`config.mk`:
```
export PLATFORM = sky130hd
export DESIGN_NAME = dm_access_arbiter_flat
export DESIGN_NICKNAME = d
export VERILOG_FILES = /design/src/rtl/dm_access_arbiter_if.sv /design/src/rtl/dm_access_arbiter.sv /design/src/flat_wrapper.sv
export SDC_FILE = /design/constraint.sdc
export NUM_CORES = 1
export LEC_CHECK = 0
export BUFFER_PORTS_ARGS = -buffer_cell sky130_fd_sc_hd__buf_2
export CAP_MARGIN = 20
export CORE_AREA = 10 10 133 135
export CTS_BUF_LIST = sky130_fd_sc_hd__clkbuf_16
export CTS_CLUSTER_SIZE = 40
export DETAILED_ROUTE_END_ITERATION = 6
export DIE_AREA = 0 0 143 145
export PLACE_DENSITY = 0.63
export SKIP_LAST_GASP = 1
export SLEW_MARGIN = 40
export SYNTH_ARGS = -nofsm -noshare
export SYNTH_HDL_FRONTEND = slang
export SYNTH_SLANG_ARGS = --single-unit
```
`constraint.sdc`:
```
create_clock -name clk -period 4.27 [get_ports clk]
set_clock_uncertainty 0.05 [all_clocks]
set_input_delay 1.281 -clock clk [delete_from_list [all_inputs] [get_ports clk]]
set_output_delay 1.281 -clock clk [all_outputs]
set_load 0.01 [all_outputs]
```
`src/rtl/dm_access_arbiter_if.sv`:
```
// Bundles the CPU M-stage port, the DMA/debug port and the data-memory port.
// Latency: none; this is wiring only.
// Backpressure: none; the arbiter stalls the CPU through cpu_stall.
//   slave  : the arbiter's view (requests in, grants and memory drive out)
//   master : the requesters' and memory's view (the reverse)
interface dm_access_arbiter_if;
    logic        cpu_req;
    logic        cpu_we;
    logic        cpu_byte;
    logic [31:0] cpu_addr;
    logic [31:0] cpu_wdata;
    logic [31:0] cpu_pc;
    logic [31:0] cpu_rdata;
    logic        cpu_stall;

    logic        dma_req;
    logic        dma_we;
    logic        dma_lock;
    logic [31:0] dma_addr;
    logic [31:0] dma_wdata;
    logic        dma_gnt;
    logic        dma_rvalid;
    logic [31:0] dma_rdata;

    logic        DM_writeMem_EN;
    logic [31:0] DM_ADDR;
    logic [31:0] DM_dataIN;
    logic        M_isByte;
    logic [31:0] M_PC;
    logic [31:0] M_dataOUT;

    modport slave (
        input  cpu_req, cpu_we, cpu_byte, cpu_addr, cpu_wdata, cpu_pc,
        output cpu_rdata, cpu_stall,
        input  dma_req, dma_we, dma_lock, dma_addr, dma_wdata,
        output dma_gnt, dma_rvalid, dma_rdata,
        output DM_writeMem_EN, DM_ADDR, DM_dataIN, M_isByte, M_PC,
        input  M_dataOUT
    );

    modport master (
        output cpu_req, cpu_we, cpu_byte, cpu_addr, cpu_wdata, cpu_pc,
        input  cpu_rdata, cpu_stall,
        output dma_req, dma_we, dma_lock, dma_addr, dma_wdata,
        input  dma_gnt, dma_rvalid, dma_rdata,
        input  DM_writeMem_EN, DM_ADDR, DM_dataIN, M_isByte, M_PC,
        output M_dataOUT
    );
endinterface

```
`src/rtl/dm_access_arbiter.sv`:
```
// Shares the single-port data memory between the M stage and a DMA/debug port.
// Latency: grant, stall and memory mux are combinational; DMA read data returns 1 cycle after grant.
// Backpressure: the CPU is stalled (must hold its request) whenever the DMA is granted; the DMA waits at most STARVE_LIMIT cycles.
//   clk, reset : system clock, synchronous active-high reset
//   bus        : CPU request/stall, DMA request/grant/read return, memory drive/read data
module dm_access_arbiter #(
    parameter int          STARVE_LIMIT = 4,
    parameter int          BURST_MAX    = 8,
    parameter logic [31:0] DMA_PC_TAG   = 32'h0000_0000
) (
    input  logic             clk,
    input  logic             reset,
    dm_access_arbiter_if.slave bus
);
    localparam logic [3:0] STARVE_LIM = 4'(STARVE_LIMIT);
    localparam logic [3:0] BURST_LIM  = 4'(BURST_MAX);

    typedef enum logic {S_CPU, S_DMA_LOCK} state_t;

    state_t     state, stateNext;
    logic [3:0] waitCnt, waitCntNext;
    logic [3:0] burstCnt, burstCntNext;
    logic       starveHit, burstHold, dmaGnt, cpuGnt;

    // CPU has priority unless the DMA has waited long enough or holds a burst.
    assign starveHit = (waitCnt == STARVE_LIM);
    assign burstHold = (state == S_DMA_LOCK) && bus.dma_lock && (burstCnt < BURST_LIM);
    assign dmaGnt    = !reset && bus.dma_req && (!bus.cpu_req || starveHit || burstHold);
    assign cpuGnt    = !reset && bus.cpu_req && !dmaGnt;

    // State register
    always_ff @(posedge clk) begin
        if (reset) begin
            state          <= S_CPU;
            waitCnt        <= 4'd0;
            burstCnt       <= 4'd0;
            bus.dma_rvalid <= 1'b0;
            bus.dma_rdata  <= 32'h0;
        end else begin
            state          <= stateNext;
            waitCnt        <= waitCntNext;
            burstCnt       <= burstCntNext;
            bus.dma_rvalid <= dmaGnt && !bus.dma_we;
            if (dmaGnt && !bus.dma_we) begin
                bus.dma_rdata <= bus.M_dataOUT;
            end
        end
    end

    // Next-state logic
    always_comb begin
        stateNext    = S_CPU;
        burstCntNext = 4'd0;
        waitCntNext  = 4'd0;

        // A denied request ages toward a forced grant; any grant or idle resets it.
        if (bus.dma_req && !dmaGnt) begin
            waitCntNext = (waitCnt == STARVE_LIM) ? waitCnt : waitCnt + 4'd1;
        end

        case (state)
            S_CPU: begin
                if (dmaGnt && bus.dma_lock) begin
                    stateNext    = S_DMA_LOCK;
                    burstCntNext = 4'd1;
                end
            end
            S_DMA_LOCK: begin
                if (dmaGnt && bus.dma_lock && (burstCnt < BURST_LIM)) begin
                    stateNext    = S_DMA_LOCK;
                    burstCntNext = burstCnt + 4'd1;
                end
            end
            default: begin
                stateNext    = S_CPU;
                burstCntNext = 4'd0;
            end
        endcase
    end

    // Outputs: grant/stall and memory mux; unselected memory inputs are driven to zero.
    always_comb begin
        bus.dma_gnt        = dmaGnt;
        bus.cpu_stall      = !reset && bus.cpu_req && dmaGnt;
        bus.cpu_rdata      = bus.M_dataOUT;
        bus.DM_writeMem_EN = 1'b0;
        bus.DM_ADDR        = 32'h0;
        bus.DM_dataIN      = 32'h0;
        bus.M_isByte       = 1'b0;
        bus.M_PC           = 32'h0;
        if (dmaGnt) begin
            bus.DM_writeMem_EN = bus.dma_we;
            bus.DM_ADDR        = bus.dma_addr;
            bus.DM_dataIN      = bus.dma_wdata;
            bus.M_PC           = DMA_PC_TAG;
        end else if (cpuGnt) begin
            bus.DM_writeMem_EN = bus.cpu_we;
            bus.DM_ADDR        = bus.cpu_addr;
            bus.DM_dataIN      = bus.cpu_wdata;
            bus.M_isByte       = bus.cpu_byte;
            bus.M_PC           = bus.cpu_pc;
        end
    end
endmodule

```
`src/flat_wrapper.sv`:
```
// flat-port wrapper written by rule: the top's interface ports become plain ports
module dm_access_arbiter_flat 
#(
    parameter int          STARVE_LIMIT = 4,
    parameter int          BURST_MAX    = 8,
    parameter logic [31:0] DMA_PC_TAG   = 32'h0000_0000
)
  (clk, reset, bus_cpu_req, bus_cpu_we, bus_cpu_byte, bus_cpu_addr, bus_cpu_wdata, bus_cpu_pc, bus_cpu_rdata, bus_cpu_stall, bus_dma_req, bus_dma_we, bus_dma_lock, bus_dma_addr, bus_dma_wdata, bus_dma_gnt, bus_dma_rvalid, bus_dma_rdata, bus_DM_writeMem_EN, bus_DM_ADDR, bus_DM_dataIN, bus_M_isByte, bus_M_PC, bus_M_dataOUT);
  dm_access_arbiter_if bus_i ();
  input  logic clk;
  input  logic reset;
  input wire logic [$bits(bus_i.cpu_req)-1:0] bus_cpu_req;
  input wire logic [$bits(bus_i.cpu_we)-1:0] bus_cpu_we;
  input wire logic [$bits(bus_i.cpu_byte)-1:0] bus_cpu_byte;
  input wire logic [$bits(bus_i.cpu_addr)-1:0] bus_cpu_addr;
  input wire logic [$bits(bus_i.cpu_wdata)-1:0] bus_cpu_wdata;
  input wire logic [$bits(bus_i.cpu_pc)-1:0] bus_cpu_pc;
  output wire logic [$bits(bus_i.cpu_rdata)-1:0] bus_cpu_rdata;
  output wire logic [$bits(bus_i.cpu_stall)-1:0] bus_cpu_stall;
  input wire logic [$bits(bus_i.dma_req)-1:0] bus_dma_req;
  input wire logic [$bits(bus_i.dma_we)-1:0] bus_dma_we;
  input wire logic [$bits(bus_i.dma_lock)-1:0] bus_dma_lock;
  input wire logic [$bits(bus_i.dma_addr)-1:0] bus_dma_addr;
  input wire logic [$bits(bus_i.dma_wdata)-1:0] bus_dma_wdata;
  output wire logic [$bits(bus_i.dma_gnt)-1:0] bus_dma_gnt;
  output wire logic [$bits(bus_i.dma_rvalid)-1:0] bus_dma_rvalid;
  output wire logic [$bits(bus_i.dma_rdata)-1:0] bus_dma_rdata;
  output wire logic [$bits(bus_i.DM_writeMem_EN)-1:0] bus_DM_writeMem_EN;
  output wire logic [$bits(bus_i.DM_ADDR)-1:0] bus_DM_ADDR;
  output wire logic [$bits(bus_i.DM_dataIN)-1:0] bus_DM_dataIN;
  output wire logic [$bits(bus_i.M_isByte)-1:0] bus_M_isByte;
  output wire logic [$bits(bus_i.M_PC)-1:0] bus_M_PC;
  input wire logic [$bits(bus_i.M_dataOUT)-1:0] bus_M_dataOUT;
  assign bus_i.cpu_req = bus_cpu_req;
  assign bus_i.cpu_we = bus_cpu_we;
  assign bus_i.cpu_byte = bus_cpu_byte;
  assign bus_i.cpu_addr = bus_cpu_addr;
  assign bus_i.cpu_wdata = bus_cpu_wdata;
  assign bus_i.cpu_pc = bus_cpu_pc;
  assign bus_cpu_rdata = bus_i.cpu_rdata;
  assign bus_cpu_stall = bus_i.cpu_stall;
  assign bus_i.dma_req = bus_dma_req;
  assign bus_i.dma_we = bus_dma_we;
  assign bus_i.dma_lock = bus_dma_lock;
  assign bus_i.dma_addr = bus_dma_addr;
  assign bus_i.dma_wdata = bus_dma_wdata;
  assign bus_dma_gnt = bus_i.dma_gnt;
  assign bus_dma_rvalid = bus_i.dma_rvalid;
  assign bus_dma_rdata = bus_i.dma_rdata;
  assign bus_DM_writeMem_EN = bus_i.DM_writeMem_EN;
  assign bus_DM_ADDR = bus_i.DM_ADDR;
  assign bus_DM_dataIN = bus_i.DM_dataIN;
  assign bus_M_isByte = bus_i.M_isByte;
  assign bus_M_PC = bus_i.M_PC;
  assign bus_i.M_dataOUT = bus_M_dataOUT;
  dm_access_arbiter #(.STARVE_LIMIT(STARVE_LIMIT), .BURST_MAX(BURST_MAX), .DMA_PC_TAG(DMA_PC_TAG)) u_core (.clk(clk), .reset(reset), .bus(bus_i));
endmodule
```
==> summary by stage, run 1 <==
Status
The flow ran to the end, and the final reports show no timing, DRC or antenna violations.

Routing
The detail route stage leaves a number of antenna-violating nets equal to 0. After detailed routing, the average wire length per cell comes to 23.2 um. The DRC marker count from the first detailed-route iteration is 292.

The detail-routed via count per cell is 5.16. After detailed routing, the number of remaining DRC violations is 0. The total via count in the routed design is 4976. The count of TritonRoute iterations in the first routing pass is 5. For this block, the routed nets add up to roughly 22 mm of wire.

Clock tree
The TritonCTS clock tree is yes. In this run the deepest clock path goes through 2 buffers. The CTS clock-pin slew for the worst setup and hold paths is 70 ps. The post-CTS repair timing setup buffer count is 0. The count of hold buffers inserted by post-cts repair is 0. In this run, CTS created clock tree buffers numbering 5.

The number of levels the H-tree was split into is 2. The source-to-sink clock delay at the later pin of the worst-skew pair is around 280 ps. The clock root buffer is clkbuf_16. The number of sinks on the clock net is 42. Post-CTS repair changed the size of 0 cells.

Pwr
The cell area power density is around 220 nW/um^2. The maximum ir drop on the vdd rail is around 0.14 mV. The sum of internal, switching and leakage power is around 1.2 mW.

The leakage power is 3.00 nW.

Layout
Of the cells placed in the final design, the portion with a size suffix greater than 1 is about half. At the end of the flow, the number of nets in the layout was 965. The fill cell total of the finished layout is 1586. Once layout is complete, the utilization of the core stands at between 30% and 40%.

Leaving out fill and tap cells, the most frequent cell in the layout is buf_2. In the layout the commonest cells are buf_2, a22o_1, dfxtp_1, nand3_1. Summing all flip-flop and latch instances after layout gives 841 um^2.

The count of placed standard cells in the final layout, fillers left out is 965. From synthesis to final layout, the design area changed by 54.2%. The multi-input combinational cells in the finished layout cover a total of 2300 um^2.

Yosys
In this run, distinct cell masters in the synthesized netlist total 28. The number of synthesis warnings is 0. The synthesized instance count is 457.

The total of flip-flops plus latches after synthesis is 42. Averaged over all synthesized cells, the footprint is 7.95 um^2. The total nets after synthesis is 660. Summing the sequential cell areas from Yosys gives 23.1% of the chip area. The synthesized area is 3630 um^2.

Setup path
Of all nets on the critical path, the largest fanout is 40. The arrival time at the worst endpoint is roughly 2800 ps. STA classifies the critical path startpoint as an input port. STA classifies the critical path endpoint as an output pin.

The critical setup path kind is input port to output pin. The delay contributed by the slowest stage of the critical path is ~380 ps. The signal on the critical path passes through buf_2 -> and4b_1 -> a2111oi_4 -> buf_12 -> buf_12 -> a22o_1 -> buf_2. Data on the critical path is required at its endpoint by 2940 ps. The slowest library cell on the worst path is a2111oi_4. Grouping stages by cell kind, the critical path spends the most delay in buffers and inverters. The number of buffers and inverters on the critical path is 4.

Timing
The max-slew violation count is 0. Setup violations remaining at the end of the flow were counted as 0. The total negative setup slack is 0 ps. Setup slack on the critical path of the routed design comes to 167 ps.

Timing would allow up to 244 MHz. The final critical path takes up a little under 100% of the cycle. Setup repair after global routing left no endpoint under its margin. The final hold violation count is 0. Headroom to the max-slew limit came out at 49.2%.

For the pin with the worst max-slew slack, the measured transition is 760 ps. The final critical delay including setup and external delays is 4100 ps.

Floorplanning
The chip width is 143 um. Pin placement for this block handled 365 I/O pins. The row count is 45. The die is 145 um tall. The floorplan step defined a core boundary enclosing 15000 um^2. The effective utilization at floorplan is 24.2%. The die covers 20700 um^2.

Placement
Detailed placement finished with a half-perimeter wire length of 18.4 mm. The post-placement setup slack is 185 ps. During placement, the flow inserted port buffers numbering 364. In this run, placement finished with an instance count of 943. The congestion estimate from routability-driven global placement came to ~0.95.

GRT
The initial antenna violation count is 24. Summed over all layers, the global routing overflow is 0. Across every metal layer, demand over resource in global routing totals 19.7%. The number of global-route vias before repair is 4900. Entering global routing, the biggest net connects 44 pins. The first global-routing pass estimated 31.7 mm of wire.

Hold path
The min-delay analysis places its worst path in the category register to register.

Job
The number of violations of the max-capacitance limit is 0.
==> flip-flops by register name, indices dropped and copies added, names as in the netlist <==
| signal | flops |
|---|---|
| u_core.burstCnt | 4 |
| u_core.state | 1 |
| u_core.bus.dma_rdata | 32 |
| u_core.bus.dma_rvalid | 1 |
| u_core.waitCnt | 4 |
==> layout make-up <==
cell class,instances,area share [%]
Inverter,5,0.335
Multi-Input combinational cell,323,41.1
Timing Repair Buffer,385,36.2
Antenna cell,14,0.625
Sequential cell,42,15.0
Tap cell,188,4.20
Clock buffer,5,2.23
Clock inverter,3,0.312
==> synth_stat cells <==
cell type / count / area, um^2
o31ai_2: 1 / 12.5
nand2b_1: 3 / 18.8
a22o_1: 65 / 569
nand3b_1: 2 / 15.0
clkbuf_1: 41 / 154
and4b_1: 1 / 10.0
nor4bb_1: 32 / 320
and3b_1: 2 / 17.5
nor2_1: 8 / 30.0
xnor2_1: 2 / 17.5
dfxtp_1: 42 / 841
inv_1: 3 / 11.3
nor2b_1: 33 / 206
o21ai_0: 33 / 165
and3_1: 1 / 6.26
o22ai_1: 1 / 6.26
buf_2: 11 / 55.1
a2111oi_4: 1 / 27.5
nand2_1: 1 / 3.75
a22oi_1: 32 / 240
nand4_1: 33 / 206
nor4_1: 1 / 6.26
buf_4: 35 / 263
and2_1: 33 / 206
inv_2: 2 / 7.51
ha_1: 3 / 37.5
nand3_1: 34 / 170
mux2i_1: 1 / 10.0
==> worst register-to-register path: cells and delay by family, from the launching register on <==
kind | cells | cell delay, ps
buf+inv | 2 | 420
flops | 1 | 380
fa+ha+maj | 1 | 220
simple gates | 3 | 910
==> worst paths after layout <==
path	slack [ps]	from	to	cells after the start
max	170	bus_dma_req	bus_DM_ADDR[9]	7
min	400	u_core.burstCnt[1]$_SDFF_PP0_	u_core.burstCnt[3]$_SDFF_PP0_	2
max reg2reg	2210	u_core.waitCnt[0]$_SDFFE_PP0N_	u_core.waitCnt[0]$_SDFFE_PP0N_	6
min reg2reg	400	u_core.burstCnt[1]$_SDFF_PP0_	u_core.burstCnt[3]$_SDFF_PP0_	2
==> logic make-up (layout without fill, tap and decap cells) <==
family | count (synthesis) | after routing | share of synthesized area [%]
other | 0 | 14 | 0
flip-flops | 42 | 42 | 23.1
buffers and inverters | 92 | 398 | 13.5
adder cells (fa/ha/maj) | 3 | 3 | 1.03
XOR/XNOR | 2 | 2 | 0.482
multiplexers | 1 | 1 | 0.275
AND/OR/NAND/NOR | 184 | 184 | 33.5
AO/OA/AOI/OAI | 133 | 133 | 28.1
==> per-stage QoR <==
stage,hold WS (ps),area [um^2]
after CTS,401,5570
after floorplan,380,3630
after global routing,429,5590
after global placement,397,5430
final,398,5610
after detailed placement,405,5430
==> routing by layer <==
metal / routed length [um] / vias up / global-route usage (%)
li1: - / 2343 / -
met1: 8760 / 2279 / 22.7
met2: 9780 / 306 / 30.3
met3: 3420 / 34 / 12.6
met4: 330 / 14 / 3.46
met5: 82 / - / 0
==> power by group <==
| group | switching [mW] | internal (mW) |
|---|---|---|
| clock network | 0.164 | 0.215 |
| registers | 0.00924 | 0.413 |
| logic | 0.224 | 0.206 |
| total | 0.397 | 0.833 |
(Power assumes the default switching activity.)
==> inputs of run 2 (changes only) <==
- CORE_AREA: 10 10 133 135 -> 10 10 132 134
- CTS_CLUSTER_DIAMETER: default -> 80
- DIE_AREA: 0 0 143 145 -> 0 0 142 144
- PLACE_DENSITY: 0.63 -> 0.64
- clock period: 4.27 -> 4.9 ns (I/O delays scaled with it)
==> run 2 against run 1 <==
Effect of this change:
- power shrank 14%
- register-to-register slack gained 690 ps
- worst setup slack gained 250 ps
- clock power shrank 12%
- cell area shrank 1.5%
- count of clock-buffer cells in the layout is the same
- routed wire length shrank 1.7%
- non-clock buffer count shrank 8
- flip-flop and latch count is the same
- worst hold slack gained 16 ps
- die area shrank 1.4%
- critical path type unchanged
- largest power group is now sequential cells
- highest routed layer unchanged
==> summary by stage, run 2 (same netlist as run 1, synthesis figures left out) <==
Layout
The most common cell after layout, fill and taps aside is buf_2 (unchanged). Top Registers: u_core.bus.dma_rdata (32), u_core.burstCnt (4), u_core.waitCnt (4) (unchanged). Most frequent cells in the layout: buf_2, a22o_1, dfxtp_1, nand3_1 (unchanged).

The top register by number of flip-flops is u_core.bus.dma_rdata (unchanged). The final net count was 957 (was 965). The count of placed standard cells in the final layout, fillers left out came to 958 (was 965).

The share of post-route cells with drive strength above 1 came to 51.4% (was 51.9%). The synthesis-to-finish area growth is 51.9% (was 54.2%). The final core utilization came to 37.2% (was 37.3%). The fill cell total of the finished layout is 1574 (was 1586).

The flip-flop count of the largest register, all copies and words added is 32 (unchanged). The summed area of non-filler cells in the final layout came to 5520 um^2 (was 5610 um^2).

Timing
Unrepaired setup endpoints after global routing: no (unchanged). Timing would allow up to 223 MHz. The final number of setup-violating endpoints is 0 (unchanged). The headroom to the max-slew limit is 51.4% (was 49.2%). The final hold violation count is 0 (unchanged). The final critical delay including setup and external delays is 4490 ps. The worst-case hold slack is 414 ps (was 398 ps). The max-slew violation count came to 0 (unchanged). The total negative setup slack is 0 ps (unchanged). The minimum setup slack in the final design was 415 ps (was 167 ps).

The share of the clock period used by the worst path is 91.5%. The transition time of the tightest slew-check pin came to 729 ps (was 760 ps).

Placement
The count of placed standard cells including taps was 935 (was 943). The number of I/O port buffers was 364 (unchanged). The post-placement setup slack is 436 ps (was 185 ps).

The routability-driven placement congestion ratio is 0.921 (was 0.946). The placed standard-cell area was 5340 um^2 (was 5430 um^2). The final HPWL from detailed placement is 17.9 mm (was 18.4 mm).

Clock tree
The count of hold buffers inserted by post-cts repair is 0 (unchanged). The number of levels the H-tree was split into is 2 (unchanged). The TritonCTS clock tree is yes (unchanged).

The CTS clock-pin slew for the worst setup and hold paths was 60 ps (was 70 ps). The number of gates resized after CTS is 0 (unchanged). The number of sinks on the clock net is 42 (unchanged).

The clock root buffer is clkbuf_16 (unchanged). The CTS buffer count was 5 (unchanged). The post-CTS repair timing setup buffer count was 0 (unchanged). The number of buffers between clock root and the deepest sink is 2 (unchanged). The source-to-sink clock delay at the later pin of the worst-skew pair is 280 ps (about the same).

GRT
The total overflow reported by the global router is 0 (unchanged). The number of global-route vias before repair was 4801 (was 4900). The initial antenna violation count was 25 (was 24).

The total routing resource utilization after global routing came to 19.1% (was 19.7%). The largest net degree at the start of global routing came to 99 (was 44). The wire length of the first global-routing pass was 30.2 mm (was 31.7 mm).

Setup path
The critical-path maximum fanout is 98 (was 40). The delay contributed by the slowest stage of the critical path is 370 ps (was 380 ps). The arrival time at the worst endpoint is 2970 ps (was 2770 ps). The cell family contributing the most delay on the critical path is buffers and inverters (unchanged). The slack of the worst reg-to-reg path is 2900 ps (was 2210 ps). The slowest library cell on the worst path is a2111oi_4 (unchanged). The number of buffer and inverter instances along the worst setup path is 3 (was 4).

The dominant cell type by count on the critical path is buf_2. Cells traversed along the worst timing path: buf_2 -> and4b_1 -> a2111oi_4 -> buf_12 -> a22o_1 -> buf_2 (was buf_2 -> and4b_1 -> a2111oi_4 -> buf_12 -> buf_12 -> a22o_1 -> buf_2). The sort of element at the start of the critical path was an input port (unchanged). The end of the worst register-to-register path was u_core.waitCnt[2]$_SDFFE_PP0N_ (was u_core.waitCnt[0]$_SDFFE_PP0N_). The worst path required time is 3380 ps (was 2940 ps). The launching point of the worst reg2reg path is u_core.waitCnt[0]$_SDFFE_PP0N_ (unchanged).

The critical setup path kind is input port to output pin (unchanged). The origin of the worst setup path is bus_dma_req (unchanged). The kind of end point of the critical path is an output pin (unchanged). The number of cells on the worst reg-to-reg path came to 6 (unchanged).

Floorplanning
The floorplan die area was 20400 um^2 (was 20700 um^2). The number of top-level design ports is 365 (unchanged). The effective utilization at floorplan is 24.5% (was 24.2%). The area inside the core boundary came to 14900 um^2 (was 15000 um^2). The row count is 45 (unchanged). The chip width came to 142 um (was 143 um).

The chip height was 144 um (was 145 um).

Hold path
The start point of the worst min-delay path is u_core.burstCnt[1]$_SDFF_PP0_ (unchanged). The number of instances on the worst hold path is 2 (unchanged). The hold path endpoint is u_core.burstCnt[3]$_SDFF_PP0_ (unchanged).

The type of the most critical hold path was register to register (unchanged).

Routing
The DRC violation count after routing is 0 (unchanged). The antenna violation net count after detailed routing was 0 (unchanged). The routed wirelength normalized by instance count came to 23.0 um (was 23.2 um). The detail-routed via count per cell is 5.04 (was 5.16). The DRC marker count from the first detailed-route iteration is 264 (was 292). The count of TritonRoute iterations in the first routing pass is 5 (unchanged). The total via count in the routed design was 4833 (was 4976). The total length of routed wires came to 22.0 mm (was 22.4 mm).

Pwr
The sum of internal, switching and leakage power was 1.06 mW (was 1.23 mW). The cell area power density is 192 nW/um^2 (was 219 nW/um^2). The leakage power is 2.96 nW (was 3.00 nW). The maximum ir drop on the vdd rail is 0.137 mV (was 0.139 mV).

Status
Run status: complete, no violations (unchanged).

Job
The number of violations of the max-capacitance limit came to 0 (unchanged).
run 2: where the power goes:
| group | leakage (nW) | internal (mW) | switching, mW |
|---|---|---|---|
| logic | 2.54 | 0.172 | 0.188 |
| registers | 0.342 | 0.360 | 0.00846 |
| clock network | 0.0751 | 0.187 | 0.144 |
run 2: final cells by class:
type	instances	area [um^2]	share of cell area, %
Tap cell	188	235	4.26
Inverter	5	18.8	0.340
Clock buffer	5	125	2.27
Clock inverter	3	17.5	0.317
Multi-Input combinational cell	323	2300	41.7
Sequential cell	42	841	15.2
Timing Repair Buffer	377	1940	35.2
Antenna cell	15	37.5	0.680
run 2: layer usage:
layer	share of wire, %	global-route usage (%)
met1	36	21.0
met2	51	31.6
met3	11	8.69
met4	1.5	6.94
met5	0.28	0
run 2: worst reg2reg max path, cell delays in order (launching register included):
cell and delay [ps]:
dfxtp_1 370, inv_1 60, ha_1 230, nand3b_1 540
buf_4 360, nand4_1 190, nor2_1 140
run 2: how the worst max path moves through the flow:
stage | to | cells after the start
after floorplan | bus_DM_dataIN[14] | 6
after global placement | bus_DM_ADDR[13] | 6
after detailed placement | bus_DM_ADDR[31] | 7
after CTS | bus_DM_ADDR[31] | 7
after global routing | bus_DM_ADDR[19] | 7
final | bus_DM_ADDR[8] | 6
